$ cat src/rtl/sound_scheduler.sv
// sound_scheduler: shares one tone generator among lose/win/gate/hop events as timed melodies
// Optional feature macro: SOUND_PREEMPT_EN lets a higher-priority event cut a melody short.
module sound_scheduler #(
    parameter int NOTE_TICKS = 25000000,
    parameter int GAP_TICKS  = 2500000
) (
    input  logic       clk,
    input  logic       reset,
    input  logic       lose_req,
    input  logic       win_req,
    input  logic       gate_req,
    input  logic       hop_req,
    output logic [9:0] sound_freq_out,
    output logic       enable_sound,
    output logic       busy,
    output logic [3:0] grant
);
    typedef enum logic [1:0] {IDLE, TONE, GAP} state_t;
    localparam logic [25:0] NOTE_LOAD = 26'(NOTE_TICKS - 1);
    localparam logic [25:0] GAP_LOAD  = 26'(GAP_TICKS - 1);
    state_t      state, state_nxt;
    logic [3:0]  pending, pend_all, pick, src;
    logic [1:0]  note_idx, last_idx;
    logic [25:0] cnt;
    logic        take;
    logic [9:0]  rom_freq;
    assign pend_all = pending | {hop_req, gate_req, win_req, lose_req};
    // lowest set bit is the highest-priority request (bit 0 = lose)
    assign pick     = pend_all & (~pend_all + 4'd1);
    assign last_idx = (src[0] | src[1]) ? 2'd2 : src[2] ? 2'd1 : 2'd0;
`ifdef SOUND_PREEMPT_EN
    assign take = (state == IDLE) ? (pend_all != 4'd0) : (pick != 4'd0 && pick < src);
`else
    assign take = (state == IDLE) && (pend_all != 4'd0);
`endif
    // state register
    always_ff @(posedge clk or posedge reset) begin
        if (reset) state <= IDLE;
        else       state <= state_nxt;
    end
    // next-state decision: a grant always restarts at the first note
    always_comb begin
        state_nxt = take ? TONE :
                    (state == TONE) ? ((cnt == 26'd0) ? GAP : TONE) :
                    (state == GAP)  ? ((cnt == 26'd0) ? ((note_idx == last_idx) ? IDLE : TONE) : GAP) :
                    IDLE;
    end
    // pending latch, granted source, note index and tick counter
    always_ff @(posedge clk or posedge reset) begin
        if (reset) begin
            pending  <= 4'd0;
            src      <= 4'd0;
            note_idx <= 2'd0;
            cnt      <= 26'd0;
        end else begin
            pending <= take ? (pend_all & ~pick) : pend_all;
            if (take) begin
                src      <= pick;
                note_idx <= 2'd0;
                cnt      <= NOTE_LOAD;
            end else if (state != IDLE) begin
                if (cnt != 26'd0)
                    cnt <= cnt - 26'd1;
                else if (state == TONE)
                    cnt <= GAP_LOAD;
                else if (note_idx != last_idx) begin
                    note_idx <= note_idx + 2'd1;
                    cnt      <= NOTE_LOAD;
                end
            end
        end
    end
    // melody ROM lookup and output decode from registered state
    always_comb begin
        rom_freq = 10'd0;
        case (src)
            4'b0001: rom_freq = (note_idx == 2'd0) ? 10'd950 : (note_idx == 2'd1) ? 10'd800 : 10'd650;
            4'b0010: rom_freq = (note_idx == 2'd0) ? 10'd500 : (note_idx == 2'd1) ? 10'd400 : 10'd300;
            4'b0100: rom_freq = (note_idx == 2'd0) ? 10'd700 : 10'd600;
            4'b1000: rom_freq = 10'd300;
            default: rom_freq = 10'd0;
        endcase
        enable_sound   = (state == TONE);
        sound_freq_out = (state == TONE) ? rom_freq : 10'd0;
        busy           = (state != IDLE);
        grant          = (state != IDLE) ? src : 4'd0;
    end
endmodule
$ cat config.mk
export PLATFORM = sky130hd
export DESIGN_NAME = sound_scheduler
export DESIGN_NICKNAME = d
export VERILOG_FILES = /design/src/rtl/sound_scheduler.sv
export SDC_FILE = /design/constraint.sdc
export NUM_CORES = 1
export LEC_CHECK = 0
export BUFFER_PORTS_ARGS = -buffer_cell sky130_fd_sc_hd__buf_2
export CORE_MARGIN = 10
export CORE_UTILIZATION = 45
export CTS_CLUSTER_SIZE = 20
export DETAILED_ROUTE_END_ITERATION = 12
export PLACE_DENSITY_LB_ADDON = 0.08
export SYNTH_ARGS = -nofsm -noshare
export SYNTH_HDL_FRONTEND = slang
export SYNTH_SLANG_ARGS = --single-unit
$ cat constraint.sdc
create_clock -name clk -period 2.75 [get_ports clk]
set_input_delay 0.1375 -clock clk [delete_from_list [all_inputs] [get_ports clk]]
set_output_delay 0.1375 -clock clk [all_outputs]
set_load 0.05 [all_outputs]
# Word level (Yosys, flattened, before mapping)
# Index checks and enable logic that the tools add are counted.
# Widths: inputs -> output; s select.
[totals] regBits=38 inputBits=6 output_inout_bits=16 elab_cells=64
[op_classes] addsub=3 n_eq_ne=11 mux=27 bitwise_logic=6 reduce_logical=12
[op_table] operator="$mux 26" n=5
[op_table] operator="$pmux 10 s4" n=1
[op_table] operator="$logic_not 26->1" n=1
[op_table] operator="$reduce_bool 26->1" n=1
[op_table] operator="$sub 26x1->26 const B" n=1
[op_table] operator="$mux 8" n=3
[op_table] operator="$mux 2" n=11
[op_table] operator="$mux 9" n=2
[op_table] operator="$mux 10" n=1
[op_table] operator="$and 4x4->4" n=2
[op_table] operator="$mux 4" n=2
[op_table] operator="$not 4->4" n=2
[op_table] operator="$reduce_bool 4->1" n=2
[op_table] operator="$reduce_bool 2->1" n=3
[op_table] operator="$add 4x1->4 const B" n=1
[op_table] operator="$eq 2x1->1 const B" n=2
[op_table] operator="$eq 4x1->1 const B" n=1
[op_table] operator="$eq 4x2->1 const B" n=1
[op_table] operator="$eq 4x3->1 const B" n=1
[op_table] operator="$eq 4x4->1 const B" n=1
[op_table] operator="$logic_not 2->1" n=2
[op_table] operator="$or 4x4->4" n=1
[op_table] operator="$reduce_and 4->1" n=1
[op_table] operator="$add 2x1->2 const B" n=1
[op_table] operator="9 further kinds" n=10

# Depth between registers and ports, before layout
[depth] depth_word=8 depth_mapped=9 ltp_nobuf=7

# Worst setup path before layout
# Ideal clock, no wire load.
[synth_path] path_kind="flip-flop to output port" from="reg note_idx[0]" to="out sound_freq_out[6]" t_arrival_ns=3.628 t_required_ns=2.612 path_slack_ns=-1.016 path_stages_with_launch=7 n_path_buf=1 cell_sequence="dfrtp_1 > inv_1 > ha_1 > clkbuf_1 > inv_1 > or3_1 > a2111oi_0"
[synth_via] elab_chain_cells=4 elab_cells_between_ends=6 classes_between="mux: 5; reduce/logical: 1"
[synth_lines] element="start: declaration" line_no="23" rtl="logic [1:0] note_idx, last_idx;"
[synth_lines] element="start signal: assignment" line_no="67" rtl="note_idx <= note_idx + 2'd1;"
[synth_lines] element="$logic_not 2->1 *" line_no="77, 78, 79"
[synth_lines] element="$mux 8, or another cell as far along" line_no="79" rtl="4'b0100: rom_freq = (note_idx == 2'd0) ? 10'd700 : 10'd600;"
[synth_lines] element="$pmux 10 s4 *" line_no="76" rtl="case (src)"
[synth_lines] element="$mux 10 *" line_no="84" rtl="sound_freq_out = (state == TONE) ? rom_freq : 10'd0;"
[synth_lines] element="end: declaration" line_no="13" rtl="output logic [9:0] sound_freq_out,"
# Every way passes the cells marked *; elsewhere a longest branch is shown, timed or not.

# Final worst setup path
[layout_path] from="reg cnt[11]" to="reg cnt[17]"
[layout_via] elab_chain_cells=4 elab_cells_between_ends=7 classes_between="add/sub: 1; mux: 3; reduce/logical: 3"
[layout_lines] element="start: declaration" line_no="24" rtl="logic [25:0] cnt;"
[layout_lines] element="start signal: assignment" line_no="63" rtl="cnt <= cnt - 26'd1;"
[layout_lines] element="$sub 26x1->26 / $reduce_bool 26->1 (equally long branches)" line_no="63, 62"
[layout_lines] element="$mux 26" line_no="62" rtl="if (cnt != 26'd0)"
[layout_lines] element="$mux 26" line_no="61" rtl="end else if (state != IDLE) begin"
[layout_lines] element="$mux 26" line_no="57" rtl="if (take) begin"
# Several ways; a longest one is shown, not always the timed one. The select of a mux whose other input is x is not followed.
# A chain may end at the register's enable or synchronous reset.

==> impl.org <==
** Hold path
- Min-Delay Path Class :: in -> reg

** Global routing
- Gr usage total :: 16.2%
- Antenna violations before repair :: 0
- Global-route track usage on met3 :: between 3 and 4%
- Maximum number of pins on one net before global-route repair :: 39
- In this run the most used layer during global routing was met1.
- The number of global-route vias before repair is about 2400.
- Met1 GRT Util :: a little under a quarter
- Summed over all layers, the global routing overflow is 0.
- Wire length of the first global-routing pass :: between 10000 and 15000 um
- GR met2 Demand/Resource :: 22.7%

** Placed design
- Buffers placed on the I/O ports in this run total 20.
- In this run the cell area measured after placement is between 0.002 and 0.003 mm2.
- Detailed placement ended at an HPWL of ~5000 um.
- OpenSTA, run right after detailed placement, puts the worst setup slack at between 100 and 150 ps.
- GP Congestion :: around 0.87

** Power
- The internal portion of the total power is between 0.9 and 1 mW.
- Of the total power, registers draw between 40% and 50%.
- Of the total power, combinational logic draws 10.1%.
- Switching part of the total power :: 24.1%
- Static leakage :: ~1.3 nW
- Power Density :: about 430 mW/mm2
- The analysis attributes to net switching a power of approximately 0.31 mW.
- Clk pwr share :: between 40% and 50%
- VDD IR-drop max :: approximately 0.25 mV

** Clock tree
- Clock-pin slew was measured on the worst setup and hold paths at about 80 ps.
- TritonCTS built the clock tree.
- Number of clock sinks :: 38
- CTS placed an instance of sky130_fd_sc_hd__clkbuf_8 at the clock tree root.
- Total CTS buffers :: 5
- Source-to-sink clock delay at the later pin of the worst-skew pair :: about 300 ps
- CTS H-tree lvls :: 2
- Counting along the longest clock path gives a buffer depth of 2.

** Timing
- Summed over all failing endpoints, the final setup total negative slack is 0 ps.
- Setup violations remaining at the end of the flow were counted as 0.
- The worst pin sits at a relative slew slack of between 50% and 60%.
- Unrepaired setup endpoints after global routing :: no
- WHS :: about 110 ps
- The hold violation count in the final report was 0.
- The number of slew-limit violations in the final report came to 0.
- For this run, the top clock speed supported by timing is roughly 380 MHz.
- Setup slack closes at ~130 ps.
- Final clock period utilization by the worst path :: 95.4%
- On the final layout, the worst clock skew is a little under 7 ps.
- At the pin with the least slew margin, the transition time is slightly above 600 ps.
- Minimum clock period :: 2620 ps

** Logic synthesis
- Synth async-reset ratio :: 100%
- Most used DFF post-synth :: sky130_fd_sc_hd__dfrtp_1
- Yosys mapped a number of flops with a built-in enable equal to 0.
- Post-Syn Area :: approximately 0.0026 mm2
- Yosys Warn Count :: 0
- A synthesized cell averages about 8.3 um2.
- Syn_nets :: 320
- The synthesized netlist contains 61 unique library cells.
- Post-synthesis sequential element count :: 38
- Sequential area share after synthesis :: 37.0%
- Synthesized instance count :: 311

** Floorplanning
- Initial cell density of the core :: a little under half
- After floorplanning, the core was sized to cover roughly 0.0055 mm2.
- Pin placement for this block handled 22 I/O pins.
- In this run the horizontal extent of the chip is ~96 um.
- In this run the vertical extent of the chip is 95.6 um.
- Area of the die :: 0.00914 mm2
- In this run the core area contains 27 standard-cell rows.

** Route
- Via total after detailed routing :: roughly 2500
- For this run, design rule violations remaining after detail routing come to 0.
- After detailed routing, the total wire length is roughly 6900 um.
- Total iterations of the first detailed-routing run :: 4
- Dividing the detail-routed wire length by the instance count gives between 15 and 20 um.
- In the routed layout, each cell is associated on average with a via count of about 6.
- Antenna Nets Post-Route :: 0
- Number of violations reported at the end of detailed-routing iteration 0 :: between 200 and 250

** Cells and area
- Registers take around 950 um2.
- Area used by multi-input combinational logic :: ~0.0015 mm2
- Cells fill between 50% and 60% of the core in the end.
- Layout overhead on the synthesized area :: 17.8%
- # nets final :: ~350
- Number of antenna diodes :: 0
- The filler cells instantiated in the layout total between 500 and 600.
- Final cell area excluding filler cells :: roughly 0.0030 mm2
- Cells with a size suffix above 1 make up 18.8% of the layout.

** Setup path
- Worst r2r src :: cnt[11]$_DFFE_PP0P_
- Worst Path Required :: 2930 ps
- Terminus of the critical flop-to-flop path :: cnt[17]$_DFFE_PP0P_
- STA classifies the critical path startpoint as a register.
- Origin of the worst setup path :: cnt[11]$_DFFE_PP0P_
- Along the worst path, the maximum fanout reaches 5.
- Counting cells, the worst reg-to-reg path comes to 5.
- Data on the critical path arrives at its endpoint at 2810 ps.
- The setup path with the least slack is of type reg -> reg.
- Timing endpoint of the critical path :: cnt[17]$_DFFE_PP0P_
- The worst setup path is captured at a register.
- Across all register-to-register paths, the minimum setup slack is between 100 and 150 ps.

** Run status
- The run finished with clean final reports.

** Flow run
- Across the run, the number of max-cap violations was 0.
-- cell usage after synthesis (3+ instances only) --
| master | number | area (um2) |
|---|---|---|
| sky130_fd_sc_hd__clkbuf_1 | 16 | 60.1 |
| sky130_fd_sc_hd__o21ai_0 | 14 | 70.1 |
| sky130_fd_sc_hd__o31ai_1 | 11 | 82.6 |
| sky130_fd_sc_hd__nand3_1 | 5 | 25.0 |
| sky130_fd_sc_hd__a211oi_1 | 8 | 60.1 |
| sky130_fd_sc_hd__or4_4 | 3 | 33.8 |
| sky130_fd_sc_hd__nand2_1 | 20 | 75.1 |
| sky130_fd_sc_hd__nor3_1 | 17 | 85.1 |
| sky130_fd_sc_hd__nor4_1 | 13 | 81.3 |
| sky130_fd_sc_hd__ha_1 | 3 | 37.5 |
| sky130_fd_sc_hd__a31oi_1 | 8 | 50.1 |
| sky130_fd_sc_hd__and2_1 | 8 | 50.1 |
| sky130_fd_sc_hd__inv_1 | 15 | 56.3 |
| sky130_fd_sc_hd__o22a_1 | 3 | 26.3 |
| sky130_fd_sc_hd__o31a_1 | 3 | 26.3 |
| sky130_fd_sc_hd__nor2_1 | 32 | 120 |
| sky130_fd_sc_hd__dfrtp_1 | 38 | 951 |
| sky130_fd_sc_hd__a2bb2oi_1 | 3 | 26.3 |
| sky130_fd_sc_hd__a211o_1 | 4 | 35.0 |
| sky130_fd_sc_hd__o22ai_1 | 3 | 18.8 |
| sky130_fd_sc_hd__or3_1 | 7 | 43.8 |
| sky130_fd_sc_hd__a21oi_1 | 17 | 85.1 |
| sky130_fd_sc_hd__nand2b_1 | 4 | 25.0 |
| sky130_fd_sc_hd__nand4_1 | 5 | 31.3 |
-- worst max-delay path, cell delays in order (launching register included) --
cell,delay (ps)
sky130_fd_sc_hd__dfrtp_1,420
sky130_fd_sc_hd__or4_4,570
sky130_fd_sc_hd__or4_4,540
sky130_fd_sc_hd__or4_4,440
sky130_fd_sc_hd__o31a_1,250
sky130_fd_sc_hd__a221o_1,290
-- power by group through the flow --
stage / combinational [mW] / clock [mW] / sequential, mW
floorplan: 0.109 / 0 / 0.576
global placement: 0.132 / 0 / 0.582
detailed placement: 0.132 / 0 / 0.582
CTS: 0.133 / 0.610 / 0.571
global route: 0.144 / 0.632 / 0.572
finish: 0.132 / 0.598 / 0.571
-- registers in the layout (all words and copies together), names as in the netlist --
| name | count |
|---|---|
| pending | 4 |
| src | 4 |
| cnt | 26 |
| state | 2 |
| note_idx | 2 |
-- metrics by stage --
| stage | instances | total power, mW |
|---|---|---|
| CTS | 417 | 1.31 |
| detailed placement | 408 | 0.714 |
| finish | 417 | 1.30 |
| global placement | 408 | 0.713 |
| global route | 417 | 1.35 |
| floorplan | 311 | 0.685 |
-- cell type report --
cell class	count	share of cell area, %
multi-input combinational	239	49.5
tap	72	2.97
clock buffer	6	2.73
timing repair buffer	45	9.58
sequential	38	31.4
inverter	15	1.86
clock inverter	2	1.98
-- cells in the final DEF, fill, tap and decap left out, drive strengths merged, types with 3 or more instances in the layout --
cell     count
nor4        13
a2bb2oi      3
o22ai        3
buf         44
o22a         3
nand2       20
nand3        5
or4          6
a31oi        8
nand2b       4
ha           3
a211o        4
and3         3
o21ai       14
and2         8
dfrtp       38
or3          7
nor3        18
a211oi       8
inv         15
nor2        32
a21oi       17
o31ai       11
clkbuf       6
nand4        5
o31a         3
-- what timing repair did --
item                                    CTS  global route
resized for setup                         0             1
hold buffers                              1             0
endpoints found under the setup margin    0             1
endpoints found under the hold margin    38             0
buffers inserted                          0             0
-- routing by layer --
layer | vias to the layer above | share of wire (%)
met5 | - | 0
met4 | 0 | 2.0
met3 | 13 | 4.8
met2 | 62 | 42
met1 | 1181 | 51
li1 | 1250 | -
-- how the worst min path moves through the flow --
stage | endpoint | startpoint | cells past startpoint | slack [ps]
2_1_floorplan | pending[0]$_DFF_PP0_ | lose_req | 2 | 300
3_5_place_dp | pending[1]$_DFF_PP0_ | reset | 3 | 280
3_3_place_gp | pending[1]$_DFF_PP0_ | reset | 3 | 280
5_1_grt | pending[0]$_DFF_PP0_ | lose_req | 3 | 130
4_1_cts | pending[0]$_DFF_PP0_ | lose_req | 3 | 110
6_report | pending[0]$_DFF_PP0_ | lose_req | 3 | 110
-- logic make-up (layout without fill, tap and decap cells) --
family	Yosys count	count (layout)	share of synthesized area, %
buffers and inverters	34	68	5.20
other	1	1	0.146
xor gates and xnor gates	3	3	1.02
and+or+nand+nor	134	134	28.3
AOI/OAI and AO/OA	96	96	26.2
DFF	38	38	37.0
adders and majority gates	3	3	1.46
muxes	2	2	0.778
Note: power is estimated with default switching activity, not from simulation.
